--- config.mk ---
export PLATFORM = sky130hd
export DESIGN_NAME = mdu
export DESIGN_NICKNAME = d
export VERILOG_FILES = /design/src/rtl/mdu_pkg.sv /design/src/rtl/mdu_divider.sv /design/src/rtl/mdu.sv
export SDC_FILE = /design/constraint.sdc
export NUM_CORES = 1
export LEC_CHECK = 0
export CELL_PAD_IN_SITES_DETAIL_PLACEMENT = 2
export CELL_PAD_IN_SITES_GLOBAL_PLACEMENT = 2
export CORE_MARGIN = 8
export CORE_UTILIZATION = 34
export CTS_BUF_LIST = sky130_fd_sc_hd__clkbuf_8
export CTS_CLUSTER_DIAMETER = 200
export DETAILED_ROUTE_END_ITERATION = 8
export PLACE_DENSITY = 0.76
export SYNTH_ARGS = -nofsm -noshare
export SYNTH_HDL_FRONTEND = slang
export SYNTH_SLANG_ARGS = --single-unit
--- constraint.sdc ---
create_clock -name clk -period 3.7 [get_ports clk]
set_clock_uncertainty 0.1 [all_clocks]
set_input_delay 1.11 -clock clk [delete_from_list [all_inputs] [get_ports clk]]
set_output_delay 1.11 -clock clk [all_outputs]
set_load 0.02 [all_outputs]
--- src/rtl/mdu_pkg.sv ---
// Shared definitions for the iterative RV32M multiply/divide unit:
// funct3 operation codes, FSM state encoding and the default operand width.
package mdu_pkg;

  localparam int XLEN_DEFAULT = 32;

  localparam logic [2:0] MDU_MUL    = 3'b000;
  localparam logic [2:0] MDU_MULH   = 3'b001;
  localparam logic [2:0] MDU_MULHSU = 3'b010;
  localparam logic [2:0] MDU_MULHU  = 3'b011;
  localparam logic [2:0] MDU_DIV    = 3'b100;
  localparam logic [2:0] MDU_DIVU   = 3'b101;
  localparam logic [2:0] MDU_REM    = 3'b110;
  localparam logic [2:0] MDU_REMU   = 3'b111;

  typedef enum logic [1:0] {
    ST_IDLE = 2'd0,
    ST_CALC = 2'd1,
    ST_FIX  = 2'd2,
    ST_DONE = 2'd3
  } mdu_state_e;

endpackage

--- src/rtl/mdu_divider.sv ---
// Restoring unsigned divider core: one shift-subtract step per clock on
// operand magnitudes; sign handling is done by the parent.
module mdu_divider
  import mdu_pkg::*;
#(
  parameter int XLEN = XLEN_DEFAULT
) (
  input  logic            clk,
  input  logic            rst,
  input  logic            load_i,
  input  logic            step_i,
  input  logic [XLEN-1:0] dividend_i,
  input  logic [XLEN-1:0] divisor_i,
  output logic [XLEN-1:0] quotient_o,
  output logic [XLEN-1:0] remainder_o
);

  logic [XLEN-1:0] quo_q, quo_d;
  logic [XLEN-1:0] rem_q, rem_d;
  logic [XLEN-1:0] dsr_q;
  logic [XLEN:0]   shifted;
  logic [XLEN:0]   diff;

  // NOTE: every variable driven here gets a default first, so no path can leave it unassigned and infer a latch.
  always_comb begin
    rem_d   = rem_q;
    quo_d   = quo_q;
    shifted = {rem_q, quo_q[XLEN-1]};
    diff    = shifted - {1'b0, dsr_q};
    // A negative trial difference means the divisor did not fit: restore.
    if (diff[XLEN]) begin
      rem_d = shifted[XLEN-1:0];
      quo_d = {quo_q[XLEN-2:0], 1'b0};
    end else begin
      rem_d = diff[XLEN-1:0];
      quo_d = {quo_q[XLEN-2:0], 1'b1};
    end
  end

  // NOTE: state registers use non-blocking assignments so all flops update together at the edge.
  always_ff @(posedge clk) begin
    if (rst) begin
      quo_q <= '0;
      rem_q <= '0;
      dsr_q <= '0;
    end else if (load_i) begin
      quo_q <= dividend_i;
      rem_q <= '0;
      dsr_q <= divisor_i;
    end else if (step_i) begin
      quo_q <= quo_d;
      rem_q <= rem_d;
    end
  end

  assign quotient_o  = quo_q;
  assign remainder_o = rem_q;

endmodule

--- src/rtl/mdu.sv ---
// Iterative RV32M multiply/divide unit: radix-2 shift-add multiplier and
// restoring divider on magnitudes, with sign fix-up and RISC-V corner cases.
module mdu
  import mdu_pkg::*;
#(
  parameter int XLEN = XLEN_DEFAULT
) (
  input  logic            clk,
  input  logic            rst,
  input  logic            start,
  input  logic [2:0]      funct3,
  input  logic [XLEN-1:0] A,
  input  logic [XLEN-1:0] B,
  output logic            busy,
  output logic            done,
  output logic [XLEN-1:0] C
);

  localparam int              CNT_W   = $clog2(XLEN);
  localparam logic [CNT_W-1:0] LAST    = CNT_W'(XLEN - 1);
  localparam logic [XLEN-1:0]  MIN_NEG = {1'b1, {(XLEN-1){1'b0}}};

  mdu_state_e       state_q, state_d;
  logic [CNT_W-1:0] count_q;
  logic [2:0]       op_q;
  logic             neg_q, a_neg_q, divz_q, ovf_q;
  logic [XLEN-1:0]  a_raw_q, mcand_q, hi_q, lo_q, c_q;

  logic             accept, a_signed, b_signed, a_neg, b_neg, divz_in, ovf_in;
  logic [XLEN-1:0]  a_mag, b_mag, quo, rem, quo_s, rem_s, result;
  logic [XLEN:0]    mul_sum;
  logic [2*XLEN-1:0] prod_s;

  assign accept = start && (state_q == ST_IDLE || state_q == ST_DONE);

  always_comb begin
    a_signed = 1'b0;
    b_signed = 1'b0;
    case (funct3)
      MDU_MULH, MDU_DIV, MDU_REM: begin
        a_signed = 1'b1;
        b_signed = 1'b1;
      end
      MDU_MULHSU:                          a_signed = 1'b1;
      MDU_MUL, MDU_MULHU, MDU_DIVU, MDU_REMU: a_signed = 1'b0;
      default:                             a_signed = 1'b0;
    endcase
    a_neg   = a_signed & A[XLEN-1];
    b_neg   = b_signed & B[XLEN-1];
    a_mag   = a_neg ? -A : A;
    b_mag   = b_neg ? -B : B;
    divz_in = funct3[2] && (B == '0);
    ovf_in  = (funct3 == MDU_DIV || funct3 == MDU_REM) && (A == MIN_NEG) && (&B);
  end

  always_comb begin
    state_d = state_q;
    if (accept) begin
      // Corner cases need no iteration; their result is fixed by the ISA.
      state_d = (divz_in || ovf_in) ? ST_FIX : ST_CALC;
    end else begin
      case (state_q)
        ST_CALC: if (count_q == LAST) state_d = ST_FIX;
        ST_FIX:  state_d = ST_DONE;
        ST_DONE: state_d = ST_IDLE;
        default: state_d = state_q;
      endcase
    end
  end

  always_ff @(posedge clk) begin
    if (rst) state_q <= ST_IDLE;
    else     state_q <= state_d;
  end

  // Shift-add step: add multiplicand into the upper half, shift the pair right.
  assign mul_sum = {1'b0, hi_q} + (lo_q[0] ? {1'b0, mcand_q} : '0);

  always_ff @(posedge clk) begin
    if (rst) begin
      count_q <= '0;
      op_q    <= '0;
      neg_q   <= 1'b0;
      a_neg_q <= 1'b0;
      divz_q  <= 1'b0;
      ovf_q   <= 1'b0;
      a_raw_q <= '0;
      mcand_q <= '0;
      hi_q    <= '0;
      lo_q    <= '0;
      c_q     <= '0;
    end else begin
      if (accept) begin
        count_q <= '0;
        op_q    <= funct3;
        neg_q   <= a_neg ^ b_neg;
        a_neg_q <= a_neg;
        divz_q  <= divz_in;
        ovf_q   <= ovf_in;
        a_raw_q <= A;
        mcand_q <= a_mag;
        hi_q    <= '0;
        lo_q    <= b_mag;
      end else if (state_q == ST_CALC) begin
        count_q <= count_q + 1'b1;
        hi_q    <= mul_sum[XLEN:1];
        lo_q    <= {mul_sum[0], lo_q[XLEN-1:1]};
      end
      if (state_q == ST_FIX) c_q <= result;
    end
  end

  mdu_divider #(.XLEN(XLEN)) u_divider (
    .clk        (clk),
    .rst        (rst),
    .load_i     (accept),
    .step_i     (state_q == ST_CALC),
    .dividend_i (a_mag),
    .divisor_i  (b_mag),
    .quotient_o (quo),
    .remainder_o(rem)
  );

  always_comb begin
    prod_s = neg_q ? -{hi_q, lo_q} : {hi_q, lo_q};
    quo_s  = neg_q ? -quo : quo;
    rem_s  = a_neg_q ? -rem : rem;
    result = '0;
    if (op_q[2]) begin
      // op_q[1] selects the remainder flavours (REM/REMU).
      if (divz_q)      result = op_q[1] ? a_raw_q : '1;
      else if (ovf_q)  result = op_q[1] ? '0 : MIN_NEG;
      else             result = op_q[1] ? rem_s : quo_s;
    end else begin
      result = (op_q == MDU_MUL) ? prod_s[XLEN-1:0] : prod_s[2*XLEN-1:XLEN];
    end
  end

  assign busy = (state_q == ST_CALC) || (state_q == ST_FIX);
  assign done = (state_q == ST_DONE);
  assign C    = c_q;

endmodule

==> out/results.ini, run 1 <==
[hold_path]
holdPathEnd=mcand_q[7]
hold_depth=1
min_path_type=reg -> reg
worstHoldStart=mcand_q[7]

[synthesis]
synth_edf_count=0
synth_nets=2589
netlist_instances=2440
synth.distinct_cells=82
avgSynthCellArea_sq_um=7.811
yosys.area.top_type_share=0.2825
ys_seq_area_frac=0.2825
synth_top_area_cell=dfxtp_1
async_flop_share=0
ys_dominant_reg_cell=dfxtp_1
yosys_register_bits=269
syn-cell-area_sq_um=19060
ys_top_cells_by_area=dfxtp_1 28%, a21oi_1 6.6%, mux2i_1 5.1%
yosysWarnings=0

[clocking]
htree_levels=2
cts_sinks=269
root_buffer=clkbuf_8
cts_buffers=53
clockBufferDepth=3
cts_hold_buf=0
cts_tree=done
clock_latency_ns=0.67
clk_pin_slew_ns=0.06

[run]
cap_viol_max_count=0

[sta]
whs_ns=0.3588
hold_violations=0
worstMarginPinSlew_ns=1.186
layout_setup_ws_ns=0.02869
finalMaxSlewViolations=0
layout_min_cycle_time_ns=3.671
rsz0062_at_grt=no
timing.fmax_mhz=272.4
slew-limit-headroom=0.2061
setup_violations=0
period_share=0.9922

[die]
core_sq_um=55310
die_h_microns=252.8
start_util=0.3446
die_area_sq_um=63890
fp-row-count=86
die_x_microns=252.8
boundaryPins=104

[power_and_ir_drop]
power-per-cell-area_nw_per_um2=805.1
ir_worst_vdd_uv=317.2
p_leak_uw=0.009386

[detailed_routing]
route.detailed.drc=0
drt_iter0_drc=1244
wl_microns=96120
post_drt_wl_per_cell_microns=27.70
dr.pass1.iters=5
via_per_inst=5.992
final_antenna_net_count=0
vias=20792

[run_status]
status=finished clean

[global_route]
grt_max_degree=128
grt_pass1_vias=22435
antenna_found_initial=3
grtUsageTotal=0.2904
grt_overflow=0
grt_pass1_wl_microns=143700

[finish]
design_area_sq_um=23790
most-common-layout-cells=267 x dfxtp_1, 250 x a21oi_1, 235 x buf_4
fin_util=0.4301
drive_gt1_frac=0.1444
layout.nets=2832
fillers=6295
area_growth_pct=24.79
final_common_cell=dfxtp_1
stdcell_count=3470

[place]
gp_congestion=0.9617
dp_hpwl_microns=73320
post-place-ws_ns=-0.6967
place_area_sq_um=22350
dp.cells=3372
io_buffers=103

[worst_setup_path]
ff2ff_path_depth=10
crit_slowest_cell=or4_1
cpPeakStageDelay_ns=0.71
r2r-start=lo_q[17]
cp_cell_sequence=or4_1 -> nor4_4 -> buf_4 -> nand3_1 -> or3_1 -> or2_1 -> o41ai_2 -> xor2_1 -> nand2_1 -> a32o_1
required_ns=4.16
endpoint_kind=register
crit_arrival_ns=4.13
r2r_slack_ns=0.03
path_buf_inv=1
critical_path_class=reg -> reg
cp.depth=10
crit_path_start_kind=register
worstReg2RegEnd=C[5]
cp_top_family=simple AND/OR/NAND/NOR gates
worst-path-max-fanout=5

==> worst max path at each step <==
stage | from | endpoint | slack [ns]
final | lo_q[17] | C[5] | 0.03
after global routing | u_divider.quotient_o[31] | u_divider.remainder_o[3] | 0.008
after CTS | lo_q[11] | C[24] | -0.11
after detailed placement | B[6] | u_divider.dsr_q[29] | -0.70
after global placement | B[6] | lo_q[31] | -0.55
after floorplan | B[6] | lo_q[30] | -0.000003
==> cells in the mapped netlist (63+ instances only) <==
cell type and n:
xor2_1 92, a211oi_1 63, a21boi_0 67, o21ai_0 160
clkbuf_1 137, inv_1 85, ha_1 77, nand2_1 207
xnor2_1 104, a21oi_1 252, nor2_1 170, dfxtp_1 269
mux2i_1 98
==> cells by family (layout without fill, tap and decap cells) <==
kind of cell,after synthesis,after routing,synth area share
multiplexers,105,105,0.05560
XOR/XNOR,196,196,0.09007
AND/OR/NAND/NOR,739,739,0.1969
flip-flops,269,269,0.2825
other,0,1,0
buffers and inverters,242,523,0.04818
adder cells (fa/ha/maj),79,79,0.05265
AO/OA/AOI/OAI,810,810,0.2740
==> sequential cells by signal, indices dropped and copies added (netlist names) <==
register,cells
divz_q,1
ovf_q,1
count_q,5
u_divider.remainder_o,32
hi_q,32
state_q,2
a_raw_q,32
neg_q,1
a_neg_q,1
u_divider.quotient_o,32
lo_q,32
mcand_q,31
C,32
u_divider.dsr_q,32
op_q,3
==> cell type report <==
cell class | count | area [sq um] | area share
clock inverter | 27 | 339.1 | 0.01426
inverter | 85 | 319.1 | 0.01341
multi-input combinational | 1929 | 12940 | 0.5440
timing repair buffer | 345 | 2954 | 0.1242
clock buffer | 66 | 908.4 | 0.03819
sequential | 269 | 5388 | 0.2265
tap | 748 | 935.9 | 0.03935
antenna | 1 | 2.502 | 0.0001052
==> metal layers <==
metal | share of wire | routed length (microns) | vias to the layer above | GRT usage
li1 | - | - | 9382 | -
met1 | 0.45 | 43520 | 10653 | 0.3863
met2 | 0.46 | 44260 | 584 | 0.4786
met3 | 0.050 | 4778 | 171 | 0.03722
met4 | 0.037 | 3541 | 2 | 0.1037
met5 | 0.00014 | 13 | - | 0
==> power breakdown <==
part           total [uW]  switching (uW)  internal (uW)
logic               10700            6740           3980
registers            4720            1000           3720
clock network        3710            1540           2170
==> metrics by stage <==
stage	TNS, ns	power (uW)
2_1_floorplan	-0.000002887	10650
3_3_place_gp	-16.41	14520
3_5_place_dp	-25.39	15000
4_1_cts	-0.1054	18910
5_1_grt	0	19980
6_report	0	19150
==> repair_timing <==
item,in CTS,in global routing
endpoints found under the setup margin,12,49
buffers inserted,0,4
hold endpoints to repair,0,0
pin swaps,0,15
resized for setup,14,28
Power figures use the tool's default switching activity.
==> run 2, diff against run 1 <==
--- a/config.mk
+++ b/config.mk
@@ -5,6 +5,7 @@
 export SDC_FILE = /design/constraint.sdc
 export NUM_CORES = 1
 export LEC_CHECK = 0
+export ABC_AREA = 0
 export CELL_PAD_IN_SITES_DETAIL_PLACEMENT = 2
 export CELL_PAD_IN_SITES_GLOBAL_PLACEMENT = 2
 export CORE_MARGIN = 8
@@ -12,7 +13,8 @@
 export CTS_BUF_LIST = sky130_fd_sc_hd__clkbuf_8
 export CTS_CLUSTER_DIAMETER = 200
 export DETAILED_ROUTE_END_ITERATION = 8
-export PLACE_DENSITY = 0.76
+export PLACE_DENSITY = 0.77
 export SYNTH_ARGS = -nofsm -noshare
 export SYNTH_HDL_FRONTEND = slang
+export SYNTH_HIERARCHICAL = 1
 export SYNTH_SLANG_ARGS = --single-unit
==> run 2 against run 1 <==
Against the previous run: routed wire length down 7.0%; register-to-register slack better by 0.06 ns; core utilization down 1.2 points; cell count up 2.3%; count of clock-buffer cells in the layout up 9; die area up 0.97%; synthesized area up 1.0%; sequential share of layout area up 0.28 points; critical path depth up 4; total power down 2.2%; largest power group unchanged.
==> out/results.ini, run 2 <==
[detailed_routing]
route.detailed.drc=0  ; unchanged
vias=20581  ; was 20792
wl_microns=89420  ; was 96120 microns
final_antenna_net_count=0  ; unchanged
drt_iter0_drc=1197  ; was 1244
post_drt_wl_per_cell_microns=25.19  ; was 27.70 microns
via_per_inst=5.797  ; was 5.992
dr.pass1.iters=5  ; unchanged

[worst_setup_path]
worst-path-max-fanout=12  ; was 5
crit_slowest_cell=a221o_1  ; was or4_1
endpoint_kind=register  ; unchanged
path_buf_inv=2  ; was 1
cp_cell_sequence=inv_1 -> ha_2 -> fa_2 -> nor2b_1 -> o31ai_2 -> a21oi_2 -> a221o_1 -> a311o_1 -> a211o_1 -> and3_4 -> buf_4 -> mux2_2 -> mux2i_1 -> nor2_1  ; was or4_1 -> nor4_4 -> buf_4 -> nand3_1 -> or3_1 -> or2_1 -> o41ai_2 -> xor2_1 -> nand2_1 -> a32o_1
required_ns=4.12  ; was 4.16 ns
cp_top_family=compound AO/OA/AOI/OAI gates  ; was simple AND/OR/NAND/NOR gates
cpPeakStageDelay_ns=0.39  ; was 0.71 ns
crit_path_start_kind=register  ; unchanged
critical_path_class=reg -> reg  ; unchanged
crit_arrival_ns=4.03  ; was 4.13 ns

[die]
die_h_microns=254.0  ; was 252.8 microns
die_area_sq_um=64510  ; was 63890 sq um
start_util=0.3428  ; was 0.3446
fp-row-count=87  ; was 86
die_x_microns=254.0  ; was 252.8 microns
core_sq_um=56170  ; was 55310 sq um
boundaryPins=104  ; unchanged

[finish]
stdcell_count=3550  ; was 3470
final_common_cell=nor2_1  ; was dfxtp_1
layout.nets=2902  ; was 2832
design_area_sq_um=23500  ; was 23790 sq um
area_growth_pct=22.04  ; was 24.79%
fin_util=0.4184  ; was 0.4301
most-common-layout-cells=329 x nor2_1, 292 x nand2_1, 266 x dfxtp_1  ; was 267 x dfxtp_1, 250 x a21oi_1, 235 x buf_4
drive_gt1_frac=0.1246  ; was 0.1444
fillers=6519  ; was 6295

[synthesis]
ys_top_cells_by_area=dfxtp_1 28%, mux2i_1 6.8%, nor2_1 6.4%  ; was dfxtp_1 28%, a21oi_1 6.6%, mux2i_1 5.1%
avgSynthCellArea_sq_um=7.570  ; was 7.811 sq um
yosys.area.top_type_share=0.2796  ; was 0.2825
syn-cell-area_sq_um=19260  ; was 19060 sq um
synth_top_area_cell=dfxtp_1  ; unchanged
netlist_instances=2544  ; was 2440
synth_nets=2693  ; was 2589
yosysMostFrequentCell=nor2_1  ; was dfxtp_1
yosysWarnings=6  ; was 0
synth.distinct_cells=79  ; was 82
synth_common_cells=330 x nor2_1, 293 x nand2_1, 269 x dfxtp_1  ; was 269 x dfxtp_1, 252 x a21oi_1, 207 x nand2_1
synth_edf_count=0  ; unchanged
ys_seq_area_frac=0.2796  ; was 0.2825
ys_dominant_reg_cell=dfxtp_1  ; unchanged
yosys_register_bits=269  ; unchanged
async_flop_share=0  ; unchanged

[clocking]
root_buffer=clkbuf_8  ; unchanged
clk_pin_slew_ns=0.06  ; about the same
cts_tree=done  ; unchanged
cts_sinks=269  ; unchanged
clockBufferDepth=3  ; unchanged
clock_latency_ns=0.68  ; was 0.67 ns
htree_levels=2  ; unchanged
cts_buffers=55  ; was 53
cts_hold_buf=0  ; unchanged

[power_and_ir_drop]
p_leak_uw=0.009196  ; was 0.009386 uW
fin_total_pwr_uw=18720  ; was 19150 uW
power-per-cell-area_nw_per_um2=796.6  ; was 805.1 nW/um^2
ir_worst_vdd_uv=320.2  ; was 317.2 uV

[global_route]
antenna_found_initial=4  ; was 3
grtUsageTotal=0.2696  ; was 0.2904
grt_pass1_vias=22425  ; was 22435
grt_pass1_wl_microns=135600  ; was 143700 microns
grt_overflow=0  ; unchanged
grt_max_degree=127  ; was 128

[place]
io_buffers=103  ; unchanged
post-place-ws_ns=-0.4392  ; was -0.6967 ns
gp_congestion=0.9372  ; was 0.9617
place_area_sq_um=22260  ; was 22350 sq um
dp_hpwl_microns=68410  ; was 73320 microns
dp.cells=3451  ; was 3372

[sta]
setup_violations=0  ; unchanged
layout_setup_ws_ns=0.09301  ; was 0.02869 ns
hold_violations=0  ; unchanged
period_share=0.9749  ; was 0.9922
timing.fmax_mhz=277.2  ; was 272.4 MHz
finalMaxSlewViolations=0  ; unchanged
layout_min_cycle_time_ns=3.607  ; was 3.671 ns
worstMarginPinSlew_ns=1.026  ; was 1.186 ns
slew-limit-headroom=0.3108  ; was 0.2061

[run_status]
status=finished clean  ; unchanged

[run]
cap_viol_max_count=0  ; unchanged

[hold_path]
min_path_type=reg -> reg  ; unchanged

-- run 2: cell count changes in the layout (fill, tap and decap cells not counted), sizes merged, moves of 32 or more --
cell / change
nor2: +160
buf: -36
a21boi: -63
nand2: +86
a21oi: -57
mux2i: +32
-- run 2: repair_timing --
item | in CTS | in global routing
endpoints found under the setup margin | 21 | 8
gates resized for setup | 3 | 11
setup buffers | 1 | 0
pin swaps | 1 | 4
-- run 2: metrics by stage --
| step | hold slack [ns] | TNS [ns] |
|---|---|---|
| final | 0.3586 | 0 |
| after global routing | 0.3794 | -0.05334 |
| after CTS | 0.3604 | 0 |
| after detailed placement | 0.3515 | -12.00 |
| after global placement | 0.3394 | -4.757 |
| after floorplan | 0.3311 | 0 |
-- run 2: worst reg2reg max path: stages, from the launching register on --
cell and delay, ns:
dfxtp_1 0.36, inv_1 0.10, ha_2 0.21, fa_2 0.24
nor2b_1 0.08, o31ai_2 0.32, a21oi_2 0.12, a221o_1 0.40
a311o_1 0.31, a211o_1 0.32, and3_4 0.24, buf_4 0.21
mux2_2 0.27, mux2i_1 0.14, nor2_1 0.06
-- run 2: final cells by class --
class | count | area (sq um) | share of cell area
diodes | 1 | 2.502 | 0.0001065
clock buffers | 75 | 1032 | 0.04392
clock inverters | 22 | 147.6 | 0.006282
inverters | 78 | 297.8 | 0.01267
multi-input cells | 2040 | 13030 | 0.5545
flip-flops and latches | 269 | 5389 | 0.2293
well taps | 756 | 945.9 | 0.04025
repair buffers | 309 | 2654 | 0.1129
-- run 2: power breakdown --
part / switching [uW] / internal (uW)
Combinational: 6620 / 4140
Sequential: 904 / 3620
Clock: 1510 / 1930
Total: 9030 / 9690
-- run 2: final timing paths --
| kind | cells past startpoint | endpoint | slack [ns] | startpoint |
|---|---|---|---|---|
| min reg2reg | 2 | a_raw_q[30] | 0.36 | a_raw_q[30] |
| max | 14 | u_divider/quotient_o[0] | 0.09 | u_divider/quotient_o[31] |
| max reg2reg | 14 | u_divider/quotient_o[0] | 0.09 | u_divider/quotient_o[31] |
| min | 2 | a_raw_q[30] | 0.36 | a_raw_q[30] |
-- run 2: cells by family after synthesis --
group | share of synthesized area
and+or+nand+nor | 0.2240
buffers and inverters | 0.04749
DFF | 0.2796
AOI/OAI and AO/OA | 0.2249
muxes | 0.07459
xor gates and xnor gates | 0.09733
adders and majority gates | 0.05211
-- run 2: layer usage --
metal	track usage	vias to the layer above	wire length, microns
li1	-	9523	-
met1	0.3400	10452	39410
met2	0.4659	455	43090
met3	0.03640	151	4028
met4	0.09642	0	2894
met5	0	-	0
